**src/rtl/mips_mc_pkg.sv**
```systemverilog
// mips_mc_pkg: shared definitions for the multi-cycle MIPS control unit.
//   - opcode / function-field constants of the supported instructions
//   - FSM state encoding (also visible on the debug "state" port)
//   - instruction classes produced by the decoder
//   - select / operation codes driven towards the datapath and the MDU
package mips_mc_pkg;

    // Primary opcodes (instr[31:26])
    localparam logic [5:0] OP_RTYPE = 6'h00;
    localparam logic [5:0] OP_ORI   = 6'h0D;
    localparam logic [5:0] OP_LUI   = 6'h0F;
    localparam logic [5:0] OP_LW    = 6'h23;
    localparam logic [5:0] OP_SW    = 6'h2B;
    localparam logic [5:0] OP_BEQ   = 6'h04;
    localparam logic [5:0] OP_J     = 6'h02;
    localparam logic [5:0] OP_JAL   = 6'h03;

    // R-type function codes (instr[5:0])
    localparam logic [5:0] F_ADDU  = 6'h21;
    localparam logic [5:0] F_SUBU  = 6'h23;
    localparam logic [5:0] F_JR    = 6'h08;
    localparam logic [5:0] F_MULT  = 6'h18;
    localparam logic [5:0] F_MULTU = 6'h19;
    localparam logic [5:0] F_DIV   = 6'h1A;
    localparam logic [5:0] F_DIVU  = 6'h1B;
    localparam logic [5:0] F_MFHI  = 6'h10;
    localparam logic [5:0] F_MFLO  = 6'h12;

    // FSM states
    typedef enum logic [3:0] {
        S_FETCH    = 4'd0,
        S_DECODE   = 4'd1,
        S_EXE_R    = 4'd2,
        S_WB_R     = 4'd3,
        S_EXE_I    = 4'd4,
        S_WB_I     = 4'd5,
        S_MEM_ADDR = 4'd6,
        S_MEM_WR   = 4'd7,
        S_MEM_RD   = 4'd8,
        S_MEM_WB   = 4'd9,
        S_BRANCH   = 4'd10,
        S_JUMP     = 4'd11,
        S_MD       = 4'd12
    } state_t;

    // Instruction classes, one per execution path through the FSM
    typedef enum logic [2:0] {
        CL_ILL = 3'd0,
        CL_R   = 3'd1,
        CL_I   = 3'd2,
        CL_MEM = 3'd3,
        CL_BR  = 3'd4,
        CL_JMP = 3'd5,
        CL_MD  = 3'd6
    } cls_t;

    // ALU operations
    localparam logic [2:0] ALU_ADD = 3'd0;
    localparam logic [2:0] ALU_SUB = 3'd1;
    localparam logic [2:0] ALU_OR  = 3'd2;
    localparam logic [2:0] ALU_LUI = 3'd3;

    // ALU B-operand select
    localparam logic [1:0] SRCB_RT  = 2'd0;
    localparam logic [1:0] SRCB_IMM = 2'd1;
    localparam logic [1:0] SRCB_4   = 2'd2;

    // Destination register select
    localparam logic [1:0] RD_RT = 2'd0;
    localparam logic [1:0] RD_RD = 2'd1;
    localparam logic [1:0] RD_RA = 2'd2;

    // Register-file write-data select
    localparam logic [1:0] WD_ALU  = 2'd0;
    localparam logic [1:0] WD_MEM  = 2'd1;
    localparam logic [1:0] WD_PC4  = 2'd2;
    localparam logic [1:0] WD_HILO = 2'd3;

    // Next-PC select
    localparam logic [1:0] PC_SEQ = 2'd0;
    localparam logic [1:0] PC_BR  = 2'd1;
    localparam logic [1:0] PC_J   = 2'd2;
    localparam logic [1:0] PC_JR  = 2'd3;

    // MDU operations
    localparam logic [2:0] MD_MULT  = 3'd0;
    localparam logic [2:0] MD_MULTU = 3'd1;
    localparam logic [2:0] MD_DIV   = 3'd2;
    localparam logic [2:0] MD_DIVU  = 3'd3;
    localparam logic [2:0] MD_MFHI  = 3'd4;
    localparam logic [2:0] MD_MFLO  = 3'd5;

    // Decoder result
    typedef struct packed {
        cls_t       cls;
        logic [2:0] alu_op;   // ALU operation for R/I-type execute
        logic       is_sw;
        logic       is_lwrr;
        logic       is_jal;
        logic       is_jr;
        logic       is_mfx;   // mfhi/mflo: reads HI/LO instead of launching
        logic [2:0] md_op;
    } dec_t;

endpackage

```
**src/rtl/mips_mc_decode.sv**
```systemverilog
// mips_mc_decode: combinational instruction decoder.
//   op, func : instruction fields from the IR
//   dec      : instruction class plus per-instruction qualifiers and MDU op
// Parameters: LWRR_OP (opcode of LWRR), MDU_EN (0 makes MDU ops illegal).
import mips_mc_pkg::*;

module mips_mc_decode #(
    parameter logic [5:0] LWRR_OP = 6'b110011,
    parameter bit         MDU_EN  = 1'b1
) (
    input  logic [5:0] op,
    input  logic [5:0] func,
    output dec_t       dec
);

    always_comb begin
        dec.cls     = CL_ILL;
        dec.alu_op  = ALU_ADD;
        dec.is_sw   = 1'b0;
        dec.is_lwrr = 1'b0;
        dec.is_jal  = 1'b0;
        dec.is_jr   = 1'b0;
        dec.is_mfx  = 1'b0;
        dec.md_op   = MD_MULT;

        case (op)
            OP_RTYPE: begin
                case (func)
                    F_ADDU:  begin dec.cls = CL_R;   dec.alu_op = ALU_ADD; end
                    F_SUBU:  begin dec.cls = CL_R;   dec.alu_op = ALU_SUB; end
                    F_JR:    begin dec.cls = CL_JMP; dec.is_jr  = 1'b1;    end
                    F_MULT:  begin dec.cls = CL_MD;  dec.md_op  = MD_MULT;  end
                    F_MULTU: begin dec.cls = CL_MD;  dec.md_op  = MD_MULTU; end
                    F_DIV:   begin dec.cls = CL_MD;  dec.md_op  = MD_DIV;   end
                    F_DIVU:  begin dec.cls = CL_MD;  dec.md_op  = MD_DIVU;  end
                    F_MFHI:  begin dec.cls = CL_MD;  dec.md_op  = MD_MFHI; dec.is_mfx = 1'b1; end
                    F_MFLO:  begin dec.cls = CL_MD;  dec.md_op  = MD_MFLO; dec.is_mfx = 1'b1; end
                    default: dec.cls = CL_ILL;
                endcase
            end
            OP_ORI:  begin dec.cls = CL_I;   dec.alu_op = ALU_OR;  end
            OP_LUI:  begin dec.cls = CL_I;   dec.alu_op = ALU_LUI; end
            OP_LW:   dec.cls = CL_MEM;
            OP_SW:   begin dec.cls = CL_MEM; dec.is_sw  = 1'b1; end
            OP_BEQ:  dec.cls = CL_BR;
            OP_J:    dec.cls = CL_JMP;
            OP_JAL:  begin dec.cls = CL_JMP; dec.is_jal = 1'b1; end
            default: begin
                // LWRR lives on a configurable opcode, so it is matched here
                // rather than as a case item that could collide with the above.
                if (op == LWRR_OP) begin
                    dec.cls     = CL_MEM;
                    dec.is_lwrr = 1'b1;
                end
            end
        endcase

        if (MDU_EN == 1'b0 && dec.cls == CL_MD) begin
            dec.cls = CL_ILL;
        end
    end

endmodule

```
**src/rtl/mips_mc_ctrl.sv**
```systemverilog
// mips_mc_ctrl: multi-cycle control unit of the MIPS core.
// Sequences fetch / decode / execute / memory / writeback, issues work to the
// multiply/divide unit with a start/busy handshake and counts retired
// instructions.
//   clk, reset          : core clock, synchronous active-high reset
//   op, func            : IR fields
//   zero                : ALU equal flag (beq)
//   md_busy             : MDU busy
//   pc_we..dm_we        : datapath write enables
//   alu_src_b, alu_ctrl, ext_sign, reg_dst, wd_sel, pc_src, lwrr : datapath selects
//   md_start, md_op     : MDU launch pulse and latched operation
//   illegal             : sticky unknown-instruction flag
//   retired             : completed-instruction counter (wraps)
//   state               : current FSM state for debug
// Control outputs are decoded combinationally from the state and IR fields;
// state, retired, illegal and md_op are registered.
import mips_mc_pkg::*;

module mips_mc_ctrl #(
    parameter logic [5:0] LWRR_OP = 6'b110011,
    parameter int         CNT_W   = 32,
    parameter bit         MDU_EN  = 1'b1
) (
    input  logic             clk,
    input  logic             reset,
    input  logic [5:0]       op,
    input  logic [5:0]       func,
    input  logic             zero,
    input  logic             md_busy,
    output logic             pc_we,
    output logic             ir_we,
    output logic             rf_we,
    output logic             dm_we,
    output logic [1:0]       alu_src_b,
    output logic [2:0]       alu_ctrl,
    output logic             ext_sign,
    output logic [1:0]       reg_dst,
    output logic [1:0]       wd_sel,
    output logic [1:0]       pc_src,
    output logic             lwrr,
    output logic             md_start,
    output logic [2:0]       md_op,
    output logic             illegal,
    output logic [CNT_W-1:0] retired,
    output logic [3:0]       state
);

    state_t           state_reg;
    logic [CNT_W-1:0] retired_reg;
    logic             illegal_reg;
    logic [2:0]       md_op_reg;
    dec_t             dec;
    logic             done;   // current cycle completes an instruction

    mips_mc_decode #(
        .LWRR_OP (LWRR_OP),
        .MDU_EN  (MDU_EN)
    ) u_decode (
        .op   (op),
        .func (func),
        .dec  (dec)
    );

    // Output decode
    always_comb begin
        pc_we     = 1'b0;
        ir_we     = 1'b0;
        rf_we     = 1'b0;
        dm_we     = 1'b0;
        alu_src_b = SRCB_RT;
        alu_ctrl  = ALU_ADD;
        ext_sign  = 1'b0;
        reg_dst   = RD_RT;
        wd_sel    = WD_ALU;
        pc_src    = PC_SEQ;
        lwrr      = 1'b0;
        md_start  = 1'b0;
        done      = 1'b0;

        case (state_reg)
            S_FETCH: begin
                ir_we  = 1'b1;
                pc_we  = 1'b1;
                pc_src = PC_SEQ;
            end
            S_EXE_R: begin
                alu_src_b = SRCB_RT;
                alu_ctrl  = dec.alu_op;
            end
            S_WB_R: begin
                rf_we   = 1'b1;
                reg_dst = RD_RD;
                wd_sel  = WD_ALU;
                done    = 1'b1;
            end
            S_EXE_I: begin
                alu_src_b = SRCB_IMM;
                ext_sign  = 1'b0;
                alu_ctrl  = dec.alu_op;
            end
            S_WB_I: begin
                rf_we   = 1'b1;
                reg_dst = RD_RT;
                wd_sel  = WD_ALU;
                done    = 1'b1;
            end
            S_MEM_ADDR: begin
                alu_src_b = SRCB_IMM;
                ext_sign  = 1'b1;
                alu_ctrl  = ALU_ADD;
            end
            S_MEM_WR: begin
                dm_we = 1'b1;
                done  = 1'b1;
            end
            S_MEM_WB: begin
                rf_we   = 1'b1;
                wd_sel  = WD_MEM;
                reg_dst = RD_RT;
                lwrr    = dec.is_lwrr;
                done    = 1'b1;
            end
            S_BRANCH: begin
                alu_ctrl = ALU_SUB;
                ext_sign = 1'b1;
                pc_we    = zero;
                pc_src   = PC_BR;
                done     = 1'b1;
            end
            S_JUMP: begin
                pc_we  = 1'b1;
                pc_src = dec.is_jr ? PC_JR : PC_J;
                if (dec.is_jal) begin
                    rf_we   = 1'b1;
                    reg_dst = RD_RA;
                    wd_sel  = WD_PC4;
                end
                done = 1'b1;
            end
            S_MD: begin
                // Both MDU launches and HI/LO reads wait for an idle MDU.
                if (!md_busy) begin
                    if (dec.is_mfx) begin
                        rf_we   = 1'b1;
                        reg_dst = RD_RD;
                        wd_sel  = WD_HILO;
                    end else begin
                        md_start = 1'b1;
                    end
                    done = 1'b1;
                end
            end
            default: ;
        endcase

        // An instruction interrupted by reset must not commit anything.
        if (reset) begin
            pc_we     = 1'b0;
            ir_we     = 1'b0;
            rf_we     = 1'b0;
            dm_we     = 1'b0;
            alu_src_b = SRCB_RT;
            alu_ctrl  = ALU_ADD;
            ext_sign  = 1'b0;
            reg_dst   = RD_RT;
            wd_sel    = WD_ALU;
            pc_src    = PC_SEQ;
            lwrr      = 1'b0;
            md_start  = 1'b0;
            done      = 1'b0;
        end
    end

    // FSM, retired counter, sticky illegal flag and latched MDU op
    always_ff @(posedge clk) begin
        if (reset) begin
            state_reg   <= S_FETCH;
            retired_reg <= '0;
            illegal_reg <= 1'b0;
            md_op_reg   <= MD_MULT;
        end else begin
            if (done) begin
                retired_reg <= retired_reg + CNT_W'(1);
            end

            case (state_reg)
                S_FETCH:  state_reg <= S_DECODE;
                S_DECODE: begin
                    case (dec.cls)
                        CL_R:    state_reg <= S_EXE_R;
                        CL_I:    state_reg <= S_EXE_I;
                        CL_MEM:  state_reg <= S_MEM_ADDR;
                        CL_BR:   state_reg <= S_BRANCH;
                        CL_JMP:  state_reg <= S_JUMP;
                        CL_MD: begin
                            state_reg <= S_MD;
                            md_op_reg <= dec.md_op;
                        end
                        default: begin
                            illegal_reg <= 1'b1;
                            state_reg   <= S_FETCH;
                        end
                    endcase
                end
                S_EXE_R:    state_reg <= S_WB_R;
                S_EXE_I:    state_reg <= S_WB_I;
                S_MEM_ADDR: state_reg <= dec.is_sw ? S_MEM_WR : S_MEM_RD;
                S_MEM_RD:   state_reg <= S_MEM_WB;
                S_MD: begin
                    if (!md_busy) begin
                        state_reg <= S_FETCH;
                    end
                end
                default:    state_reg <= S_FETCH;
            endcase
        end
    end

    assign retired = retired_reg;
    assign illegal = illegal_reg;
    assign md_op   = md_op_reg;
    assign state   = 4'(state_reg);

endmodule

```
**config.mk**
```make
export PLATFORM = sky130hd
export DESIGN_NAME = mips_mc_ctrl
export DESIGN_NICKNAME = d
export VERILOG_FILES = /design/src/rtl/mips_mc_pkg.sv /design/src/rtl/mips_mc_decode.sv /design/src/rtl/mips_mc_ctrl.sv
export SDC_FILE = /design/constraint.sdc
export NUM_CORES = 1
export LEC_CHECK = 0
export ABC_AREA = 1
export BUFFER_PORTS_ARGS = -buffer_cell sky130_fd_sc_hd__buf_4
export CORE_AREA = 2 2 79 81
export CTS_CLUSTER_DIAMETER = 200
export CTS_CLUSTER_SIZE = 20
export DETAILED_ROUTE_END_ITERATION = 12
export DIE_AREA = 0 0 81 83
export PLACE_DENSITY = 0.83
export SYNTH_ARGS = -nofsm -noshare
export SYNTH_HDL_FRONTEND = slang
export SYNTH_SLANG_ARGS = --single-unit
```
**constraint.sdc**
```tcl
create_clock -name clk -period 2.8 [get_ports clk]
set_input_delay 0.56 -clock clk [delete_from_list [all_inputs] [get_ports clk]]
set_output_delay 0.56 -clock clk [all_outputs]
set_load 0.03 [all_outputs]
```
* Yosys cells after proc, flatten, opt, wreduce, memory -nomap -nowiden
Index checks and enable logic that the tools add are counted.
** Word-level totals
- Register bits after elaboration :: 40
- Output and inout port bits :: 58
- Memories kept :: 0
- Memory bits (writable) :: 0
- Input bits :: 16
- ROM bits :: 0
- Bits in latches :: 0
- Logic and storage cells :: 115
** Cells by class
- Bitwise operators :: 1
- $lt $le $gt $ge :: 0
- Reduce and logical (&&, ||, !) cells :: 18
- Equal/unequal tests :: 36
- Shift-type cells :: 0
- Add/subtract/negate cells :: 1
- Multiplexer cells :: 55
- Div/mod/pow operators :: 0
- Multipliers :: 0
** Operator list (count)
- 6-bit by 5-bit equality test with 1-bit output, second input constant :: 6
- 32-bit by 1-bit adder with 32-bit output, second input constant :: 1
- 6-bit equality test, second input constant :: 5
- 1-bit 2-to-1 mux :: 30
- 3-bit one-hot mux with 5 select lines :: 2
- 4-bit one-hot mux with 7 select lines :: 1
- 4-bit one-hot mux with 6 select lines :: 1
- 4-bit equality test, second input constant :: 5
- 6-bit by 4-bit equality test with 1-bit output, second input constant :: 3
- 2-bit one-hot mux with 3 select lines :: 3
- 2-bit OR reduction :: 9
- 6-bit OR reduction :: 3
- 4-bit by 3-bit equality test with 1-bit output, second input constant :: 4
- 2-bit 2-to-1 mux :: 8
- 6-bit by 2-bit equality test with 1-bit output, second input constant :: 2
- 3-bit equality test, second input constant :: 3
- 3-bit one-hot mux with 3 select lines :: 1
- 4-bit by 2-bit equality test with 1-bit output, second input constant :: 2
- 4-bit 2-to-1 mux :: 2
- 8-bit OR reduction :: 1
- 3-bit by 2-bit equality test with 1-bit output, second input constant :: 2
- 6-bit by 3-bit equality test with 1-bit output, second input constant :: 1
- 6-bit zero test :: 1
- 3-bit one-hot mux with 2 select lines :: 1
- other kinds (12) :: 14

* Logic depth before layout (Yosys ltp)
- Depth after elaboration :: 8
- Mapped depth :: 12
- Gate-level depth less buffers :: 12

* Hierarchy
Synthesis repeated with hierarchy kept, for this count alone.
** Unflattened totals
- Cells, all modules :: 512
- Area total of the unflattened synthesis :: 2924.1 um^2
** By module, submodules not included
- mips_mc_ctrl :: area an instance 2607.5 um^2, seq. area each 800.8 um^2, cells an instance 445, times used 1
- mips_mc_decode :: area an instance 316.6 um^2, seq. area each 0.0 um^2, cells an instance 67, times used 1

* Worst setup path before layout
No wires, ideal clock.
- Kind :: register -> output
- From :: register state_reg[3] (netlist: state[3])
- To :: output lwrr
- Data required time :: 2240 ps
- Arrival :: 1968 ps
- Stages on the path, launching flop included :: 7
- Path slack :: 272 ps
- Path through :: dfxtp_1 > inv_1 > nor2_1 > inv_1 > nor2_1 > inv_1 > nor4_1
** Between the ends
- Longest elaborated chain between the ends :: 3
** Ends and longest elaborated chain
- from (decl) :: RTL line mips_mc_ctrl.sv:48 : state_t state_reg;
- from (signal assigned) :: RTL line mips_mc_ctrl.sv:207 : S_MEM_ADDR: state_reg <= dec.is_sw ? S_MEM_WR : S_MEM_RD;
- 4-bit equality test :: RTL line mips_mc_ctrl.sv:80 : case (state_reg)
- 1-bit 2-to-1 mux :: RTL line mips_mc_ctrl.sv:80
- 1-bit 2-to-1 mux :: RTL line mips_mc_ctrl.sv:157 : if (reset) begin
- to (decl) :: RTL line mips_mc_ctrl.sv:40 : output logic lwrr,
Every way passes these cells.

* Final worst setup path
- From :: register state_reg[3] (netlist: state[3])
- To :: output rf_we
** Between the ends
- Longest elaborated chain between the ends :: 4
- Elaborated cells on any way between the ends :: 8
- Those cells by class :: eq/ne: 5; mux: 2; reduce/logical: 1
** Ends and longest elaborated chain
- 4-bit equality test (tied with other cells) :: RTL line mips_mc_ctrl.sv:80
- 3-bit OR reduction (no source line)
- 1-bit one-hot mux with 3 select lines (*) :: RTL line mips_mc_ctrl.sv:80
- 1-bit 2-to-1 mux (*) :: RTL line mips_mc_ctrl.sv:157
- to (decl) :: RTL line mips_mc_ctrl.sv:32 : output logic rf_we,
Every way passes the cells marked *; elsewhere a longest branch is shown, timed or not.

==> out/qor.yml <==
grt:
  first_global_vias: 3086
  gr-total-overflow: 0
  grtUsageTotal_pct: 26.1
  grt_max_degree: 19
  grt_pass1_wl_microns: 14100
  antenna_found_initial: 0
clock_network:
  cts.clk_slew.worst_paths_ns: 0.08
  numCtsBuffers: 5
  cts-root-buf: "clkbuf_8"
  cts_tree: "yes"
  clock_latency_ns: 0.31
  clock_sinks: 40
  cts_setup_buffers: 0
  cts_hold_buf: 0
  h-tree-depth: 2
  cts.path.max_buffers: 2
  cts_resized: 0
placement:
  dp_hpwl_microns: 6570
  placed_area_sq_mm: 0.00351
  io_buffers: 71
  gp_congestion: 0.949
setup_path:
  crit_path_end_kind: "output port"
  startpoint_type: "register"
  critPathKind: "register to output port"
  cp_max_fo: 4
  arrival_ns: 1.83
  required_ns: 2.24
logic_synthesis:
  synth-edff-count: 0
  yosys.area_share.simple_pct: 48.6
  synth_xor_area_share_pct: 2.99
  syn_area_per_cell_sq_um: 5.83
  yosys_warnings: 0
  synth_top_family_by_area: "simple AND/OR/NAND/NOR gates"
  synth_cell_types: 33
  synthMuxAreaShare_pct: 0
  yosysSeqAreaShare_pct: 27.4
  synth_compound_area_share_pct: 9.50
  yosys.area_share.adder_pct: 0.428
  async_reset_ff_share_pct: 0
  syn_area_sq_mm: 0.00293
  ys_ff_latch: 40
  ys.flop_type: "dfxtp_1"
  netlist_instances: 502
route:
  routed_wl_microns: 8380
  drt-wirelength-per-cell_microns: 12.9
  dr.pass1.iters: 5
  drc: 0
  vias: 3409
  ant_nets: 0
  drt_iter0_drc: 242
  detail_route.vias_per_cell: 5.25
sta:
  clock_skew_ns: 0.00641
  fmax_mhz: 418
  period_share_pct: 85.5
  slew_viol_final: 0
  rsz0062_at_grt: "no"
  setup_viol: 0
  timing_hold_violations_final: 0
  min_period_ns: 2.39
  timing.hold.ws_ns: 0.483
  finalSetupTns_ns: 0
power:
  power.leakage_uw: 0.00152
  ir_worst_vdd_uv: 241
  power_density_mw_per_mm2: 317
finish:
  syn2layout_area_growth_pct: 23.2
  design_area_sq_mm: 0.00360
  num_antenna_cells: 0
  final_util_pct: 62.0
  largest_register_ffs: 32
  layout_commonest_cell: "nand2_1"
  most-common-layout-cells: "nand2_1 (142), nor2_1 (95), buf_4 (74)"
  multiInputGateArea_sq_mm: 0.00181
  ff_latch_area_sq_um: 801
  drive_above_1_share_pct: 19.2
  nFillCells: 603
  nets: 590
floorplanning:
  die_width_microns: 81
  rows: 28
  chipHeight_microns: 83
  die-area_sq_mm: 0.00672
  io_pins: 74
  initial_utilization_pct: 50.3
  coreArea_sq_mm: 0.00582
run_status:
  outcome: "complete, no violations"
run:
  maxCapViolations: 0
min_path:
  worstHoldPathType: "register to register"
==> report_power, final <==
part / leakage [uW] / internal [uW] / switching [uW] / total, uW
clock: 0.0000434 / 200 / 226 / 426
sequential: 0.000323 / 573 / 5.77 / 579
combinational: 0.00116 / 46.4 / 90.8 / 137
==> synth_stat cells, types with 2 or more instances <==
library cell | count | area share, %
xor2_1 | 4 | 1.2
nor2_8 | 2 | 1.4
buf_6 | 3 | 1.2
buf_4 | 2 | 0.51
clkbuf_1 | 4 | 0.51
nand2_1 | 142 | 18
nor2_4 | 2 | 0.77
inv_1 | 58 | 7.4
buf_1 | 2 | 0.26
nand3_1 | 27 | 4.6
o21ai_0 | 12 | 2.1
a31oi_1 | 5 | 1.1
nand3b_1 | 5 | 1.3
nor3_1 | 23 | 3.9
nand4_1 | 8 | 1.7
nand2_2 | 4 | 0.86
nor4_1 | 2 | 0.43
xnor2_1 | 6 | 1.8
dfxtp_1 | 40 | 27
a21oi_1 | 31 | 5.3
nor2_1 | 95 | 12
inv_2 | 6 | 0.77
nor2_2 | 9 | 1.9
==> kinds of logic after synthesis <==
family,after synthesis
other cells,1
flops,40
fa+ha+maj,1
buf+inv,76
simple gates,322
xor+xnor,10
compound gates,52
==> stage by stage <==
stage	setup WS, ns	std cells	total power (uW)
6_report	0.405	649	1140
5_1_grt	0.236	649	1190
4_1_cts	0.417	649	1140
3_5_place_dp	0.441	641	728
3_3_place_gp	0.470	641	726
2_1_floorplan	0.272	503	678
==> path summary, 6_finish.rpt <==
check / startpoint / to / slack [ns] / depth (start not counted)
setup / recovery: state[3]$_SDFFE_PP0P_ / rf_we / 0.41 / 8
hold / removal: illegal$_SDFFE_PP0P_ / illegal$_SDFFE_PP0P_ / 0.48 / 2
setup reg to reg: retired[1]$_SDFFE_PP0P_ / retired[30]$_SDFFE_PP0P_ / 0.97 / 12
hold reg to reg: illegal$_SDFFE_PP0P_ / illegal$_SDFFE_PP0P_ / 0.48 / 2
==> area by class of cell <==
| cell class | count | area share (%) |
|---|---|---|
| Inverter | 65 | 6.91 |
| Timing Repair Buffer | 74 | 15.4 |
| Clock buffer | 6 | 2.29 |
| Multi-Input combinational cell | 387 | 50.2 |
| Clock inverter | 2 | 0.417 |
| Tap cell | 75 | 2.60 |
| Sequential cell | 40 | 22.2 |
==> layer usage <==
metal  vias up  wire, microns  global-route usage (%)
met5         -              0                       0
met4         0            283                    11.7
met3        24            525                    4.46
met2       135           4090                    43.7
met1      1525           3480                    32.1
li1       1725              -                       -
==> critical path, stage by stage (launching register included) <==
cell	delay (ns)
dfxtp_1	0.45
inv_1	0.10
nor2_1	0.13
inv_1	0.11
nor2_1	0.14
nand3_1	0.13
o21a_1	0.14
a31oi_1	0.15
buf_4	0.19
No activity file was read; power rests on OpenSTA's default activity.
